`src/rtl/barrel_shift_sequencer.sv`:
```
// barrel_shift_sequencer
//
// Sequential front-end for a combinational barrel shifter. Accepts one
// operand request at a time over a valid/ready handshake, drives the
// shifter inputs from registers, samples the shifter's combinational return
// one cycle later and offers the result downstream over a valid/ready
// handshake. In sweep mode the operand is shifted by every amount from 0 to
// 2^AMT_W-1 in turn, and one result is emitted per amount.
//
// State table:
//   state     | meaning
//   ----------+-----------------------------------------------------------
//   S_IDLE    | waiting for a request; in_ready=1, shifter inputs held
//   S_APPLY   | shifter inputs stable for one full cycle; result sampled
//             | at the closing edge
//   S_PRESENT | result offered downstream; held until out_ready
//
// Ports:
//   clk, rst_n      clock (rising edge), asynchronous active-low reset
//   in_valid/ready  operand handshake
//   in_data         operand word
//   in_amt          shift amount (ignored when in_sweep=1)
//   in_sweep        1 = sweep all amounts starting at 0
//   sh_data_in      registered operand to the shifter
//   sh_shift_amt    registered shift amount to the shifter
//   sh_data_out     shifter output (combinational return)
//   out_valid/ready result handshake
//   out_data        captured shifter result
//   out_amt         amount that produced out_data
//   out_last        final result of the current request

module barrel_shift_sequencer #(
    parameter int WIDTH = 4,
    parameter int AMT_W = 2
) (
    input  logic             clk,
    input  logic             rst_n,
    input  logic             in_valid,
    output logic             in_ready,
    input  logic [WIDTH-1:0] in_data,
    input  logic [AMT_W-1:0] in_amt,
    input  logic             in_sweep,
    output logic [WIDTH-1:0] sh_data_in,
    output logic [AMT_W-1:0] sh_shift_amt,
    input  logic [WIDTH-1:0] sh_data_out,
    output logic             out_valid,
    input  logic             out_ready,
    output logic [WIDTH-1:0] out_data,
    output logic [AMT_W-1:0] out_amt,
    output logic             out_last
);

    typedef enum logic [1:0] {
        S_IDLE    = 2'd0,
        S_APPLY   = 2'd1,
        S_PRESENT = 2'd2
    } state_t;

    state_t state;
    logic   sweep;

    // in_ready and out_valid are registered alongside the state so they are
    // glitch-free and can never be high together.
    always_ff @(posedge clk or negedge rst_n) begin
        if (!rst_n) begin
            state        <= S_IDLE;
            sweep        <= 1'b0;
            in_ready     <= 1'b1;
            out_valid    <= 1'b0;
            out_last     <= 1'b0;
            out_data     <= '0;
            out_amt      <= '0;
            sh_data_in   <= '0;
            sh_shift_amt <= '0;
        end else begin
            case (state)
                S_IDLE: begin
                    if (in_valid) begin
                        sh_data_in   <= in_data;
                        sh_shift_amt <= in_sweep ? '0 : in_amt;
                        sweep        <= in_sweep;
                        in_ready     <= 1'b0;
                        state        <= S_APPLY;
                    end
                end

                S_APPLY: begin
                    out_data  <= sh_data_out;
                    out_amt   <= sh_shift_amt;
                    // A sweep ends at the all-ones amount, so the increment
                    // below never wraps.
                    out_last  <= !sweep || (&sh_shift_amt);
                    out_valid <= 1'b1;
                    state     <= S_PRESENT;
                end

                S_PRESENT: begin
                    if (out_ready) begin
                        out_valid <= 1'b0;
                        if (out_last) begin
                            in_ready <= 1'b1;
                            state    <= S_IDLE;
                        end else begin
                            sh_shift_amt <= sh_shift_amt + 1'b1;
                            state        <= S_APPLY;
                        end
                    end
                end

                default: begin
                    in_ready  <= 1'b1;
                    out_valid <= 1'b0;
                    state     <= S_IDLE;
                end
            endcase
        end
    end

endmodule

```
`config.mk`:
```
export PLATFORM = sky130hd
export DESIGN_NAME = barrel_shift_sequencer
export DESIGN_NICKNAME = d
export VERILOG_FILES = /design/src/rtl/barrel_shift_sequencer.sv
export SDC_FILE = /design/constraint.sdc
export NUM_CORES = 1
export LEC_CHECK = 0
export CAP_MARGIN = 20
export CORE_MARGIN = 10
export CORE_UTILIZATION = 42
export DETAILED_ROUTE_END_ITERATION = 6
export PLACE_DENSITY = 0.81
export SLEW_MARGIN = 20
export SYNTH_ARGS = -nofsm -noshare
export SYNTH_HDL_FRONTEND = slang
export SYNTH_SLANG_ARGS = --single-unit
```
`constraint.sdc`:
```
create_clock -name clk -period 1.9 [get_ports clk]
set_clock_uncertainty 0.05 [all_clocks]
set_input_delay 0.38 -clock clk [delete_from_list [all_inputs] [get_ports clk]]
set_output_delay 0.38 -clock clk [all_outputs]
set_load 0.05 [all_outputs]
```
==> results <==
- The flow ran to the end, and the final reports show no timing, DRC or antenna violations.
- Counting every net in the synthesized netlist gives a little over 70.
- After synthesis, the netlist uses 21 different library cells.
- IR analysis of the VDD net gives a maximum drop of between 1 and 1.5 mV.
- TritonCTS built the clock tree.
- For this block, the initial DRC count from the detailed router was 4.
- For this run, global-route usage on met2 was measured as 0.144.
- The power after layout is around 0.0022 W.
- Across all hold checks on the routed design, the worst slack comes to roughly 350 ps.
- The number of antenna violations at the first check in global routing came to 0.
- The launching point of the worst reg2reg path is state[0]$_DFFE_PN0P_.
- The combinational family with the most area after synthesis is multiplexers.
- The summed area of non-filler cells in the final layout is between 1000 and 1500 sq um.
- The first global-routing pass estimated roughly 2700 microns of wire.
- Entering global routing, the biggest net connects 19 pins.
- The clock input transition at the sequential cells of the worst setup and hold paths is roughly 100 ps.
- The cell with the most instances after synthesis is dfrtp_1.
- The die covers 4020 sq um.
- The endpoint class of the critical path is a flop.
- The initial core utilization is 0.449.
- The tree built by TritonCTS fans out to 18 sinks.
- The setup fix buffers added after clock tree synthesis is 0.
- The area fraction in compound gates after synthesis was 0.0821.
- met2 is the most crowded layer.
- The area fraction in and, or, nand and nor cells after synthesis is 0.101.
- The filler cell count is ~160.
- The repair_antennas step left the layout with diodes totalling 0.
- The critical path goes through nor2b_1 -> buf_4 -> mux2_2.
- The global-route usage over all layers is 0.0827.
- The largest incremental delay on the critical path is around 540 ps.
- In this run the remaining antenna-violating nets after routing total 0.
- The remaining global-route overflow is 0.
- The area added between synthesis and finish is 39.7%.
- The placed wire-length estimate is approximately 1400 microns.
- The XOR/XNOR share of the synthesized area is 0.
- The share of async-settable or async-resettable flops after synthesis is 1.00.
- The cell area after technology mapping is 792 sq um.
- The buffer cell driving the clock tree root is clkbuf_4.
- STA puts the critical path data required time at 2030 ps.
- The via density per instance is about 4.8.
- The critical path data arrival time is approximately 1700 ps.
- The number of global-route vias before repair is just under 600.
- The average cell area after synthesis is roughly 14 sq um.
- At the placement stage, the worst setup path has a slack of 111 ps.
- After detailed placement, the total cell area comes to approximately 1100 sq um.
- Counting cells, the worst reg-to-reg path comes to 3.
- The fraction of layout cells with a size suffix above 1 is 0.432.
- Setup repair after global routing left no endpoint under its margin.
- At the later pin of the worst-skew pair, clock insertion delay measures 290 ps.
- The max-slew violation total from the final report is 0.
- The die is around 63 microns wide.
- The layout net count is between 100 and 150.
- For the pin with the worst max-slew slack, the measured transition is around 350 ps.
- Dividing total power by cell area gives a power density of 1990 nW/um^2.
- The number of hold buffers added after CTS was 0.
- Before antenna repair, the detailed router went through 3 iterations.
- The floorplan step set the die height to ~63 microns.
- For this run, the number of Yosys warnings is 0.
- The most area-hungry cell type in the Yosys netlist is dfrtp_1.
- The number of buffers inserted by port buffering is 29.
- Yosys attributes the largest share of cell area to dfrtp_1, mux2_2, mux2_4, dfstp_2, nor3b_4.
- The share of the Yosys chip area taken by registers is 0.570.
- In this run the critical register-to-register path is captured at out_amt[0]$_DFFE_PN0P_.
- The tightest slew margin relative to the limit is 0.766.
- Max-cap violations in this run came to 0.
- 30 I/O pins were placed.
- The routed wire length is about 1700 microns.
- The synthesized netlist cell count is 56.
- The multiplexer area fraction after synthesis is 0.194.
- The total CTS buffers is 3.
- The post-CTS resize count is 0.
- For this run, the leading register cell type out of synthesis is dfrtp_1.
- The core area is ~1800 sq um.
- The number of buffers on the longest clock path is 2.
- The flop-to-flop setup slack is 340 ps.
- In this run the worst path has a maximum fanout of 8.
- The share of the clock period used by the worst path is 0.819.
- The number of synthesized register bits is 18.
- The library cell contributing the largest single delay on the critical path is dfrtp_1.
- Summed over all cells, the static leakage comes to slightly above 0.5 nW.
- Of the total synthesized cell area, the portion taken by full adders, half adders and majority gates is 0.0158.
- The final worst-path setup slack is approximately 340 ps.
- The routability-driven placement congestion ratio is a little under 0.7.
- The routing usage on met3 is 0.0371.
- The count of flip-flops with a built-in enable after synthesis is 0.
- The number of hold-slack violations in the final timing report is 0.
- The achievable frequency is between 600 and 700 MHz.
- The share of synthesized area in the top cell type comes to 0.537.
- Counting I/O delays and the setup requirement, the final critical path takes between 1500 and 2000 ps.
- The class of the worst hold path is in2async.
- The critical path is of the reg2reg type.
- The final-layout setup total negative slack is 0 ps.
- After detailed routing, the number of remaining DRC violations is 0.
- STA classifies the critical path startpoint as a flop.
- For this run, global-route usage on met1 was measured as 0.0867.
- After detailed routing, the average wire length per cell comes to 14.7 microns.
- The number of rows created at floorplan is 15.
- Setup violations remaining at the end of the flow were counted as 0.
- CTS built an H-tree with a depth of 1.
- The critical path starts at state[0]$_DFFE_PN0P_.
- For this block, the via count after detailed routing is 546.
- After synthesis, the most frequently instantiated cells are dfrtp_1, mux2_2, a21oi_1.
==> cell usage in the layout, fill, tap and decap left out, drive strengths merged, types with 3 or more instances in the layout <==
cell,instances
buf,17
dfrtp,17
clkdlybuf4s50,14
nand2b,3
mux2,13
a21oi,3
clkbuf,4
==> critical path: cells and delay by family, from the launching register on <==
family	cells	cell delay, ps
flip-flops	1	540
multiplexers	1	330
AND/OR/NAND/NOR	1	310
buffers and inverters	1	210
==> power by group <==
| part | internal (W) | total [W] | leakage (nW) | switching (W) |
|---|---|---|---|---|
| sequential | 0.000571 | 0.000727 | 0.214 | 0.000157 |
| combinational | 0.000484 | 0.00125 | 0.268 | 0.000761 |
| clock | 0.000117 | 0.000231 | 0.0210 | 0.000115 |
==> sequential cells by signal, indices dropped and copies added (netlist names) <==
signal and cells:
sh_data_in 4, in_ready 1, out_data 4, out_valid 1
state 2, out_amt 2, sweep 1, out_last 1
sh_shift_amt 2
==> cell families after synthesis <==
family                     count (synthesis)
adders and majority gates                  1
AOI/OAI and AO/OA                          9
buffers and inverters                      5
muxes                                     13
DFF                                       18
and+or+nand+nor                           10
==> routing by layer <==
| metal | vias up | wire length [microns] |
|---|---|---|
| met5 | - | 0 |
| met4 | 0 | 17 |
| met3 | 2 | 106 |
| met2 | 15 | 895 |
| met1 | 267 | 641 |
| li1 | 262 | - |
==> area by class of cell <==
class / count / area (sq um) / area share
Multi-Input combinational cell: 33 / 312 / 0.282
Inverter: 2 / 7.51 / 0.00679
Tap cell: 25 / 31.3 / 0.0283
Clock buffer: 4 / 36.3 / 0.0328
Timing Repair Buffer: 31 / 268 / 0.242
Sequential cell: 18 / 452 / 0.408
==> per-stage QoR <==
step / cells / utilization
2_1_floorplan: 56 / -
3_3_place_gp: 109 / 0.606
3_5_place_dp: 109 / 0.606
4_1_cts: 113 / 0.627
5_1_grt: 113 / 0.627
6_report: 113 / 0.627
==> how the worst max path moves through the flow <==
stage	end	slack, ps	depth (start not counted)
2_1_floorplan	sh_shift_amt[1]$_DFFE_PN0P_	260	3
3_3_place_gp	sh_data_in[3]$_DFFE_PN0P_	140	3
3_5_place_dp	sh_data_in[0]$_DFFE_PN0P_	110	3
4_1_cts	out_data[2]$_DFFE_PN0P_	340	3
5_1_grt	out_data[0]$_DFFE_PN0P_	280	3
6_report	out_amt[0]$_DFFE_PN0P_	340	3
Power figures use the tool's default switching activity.
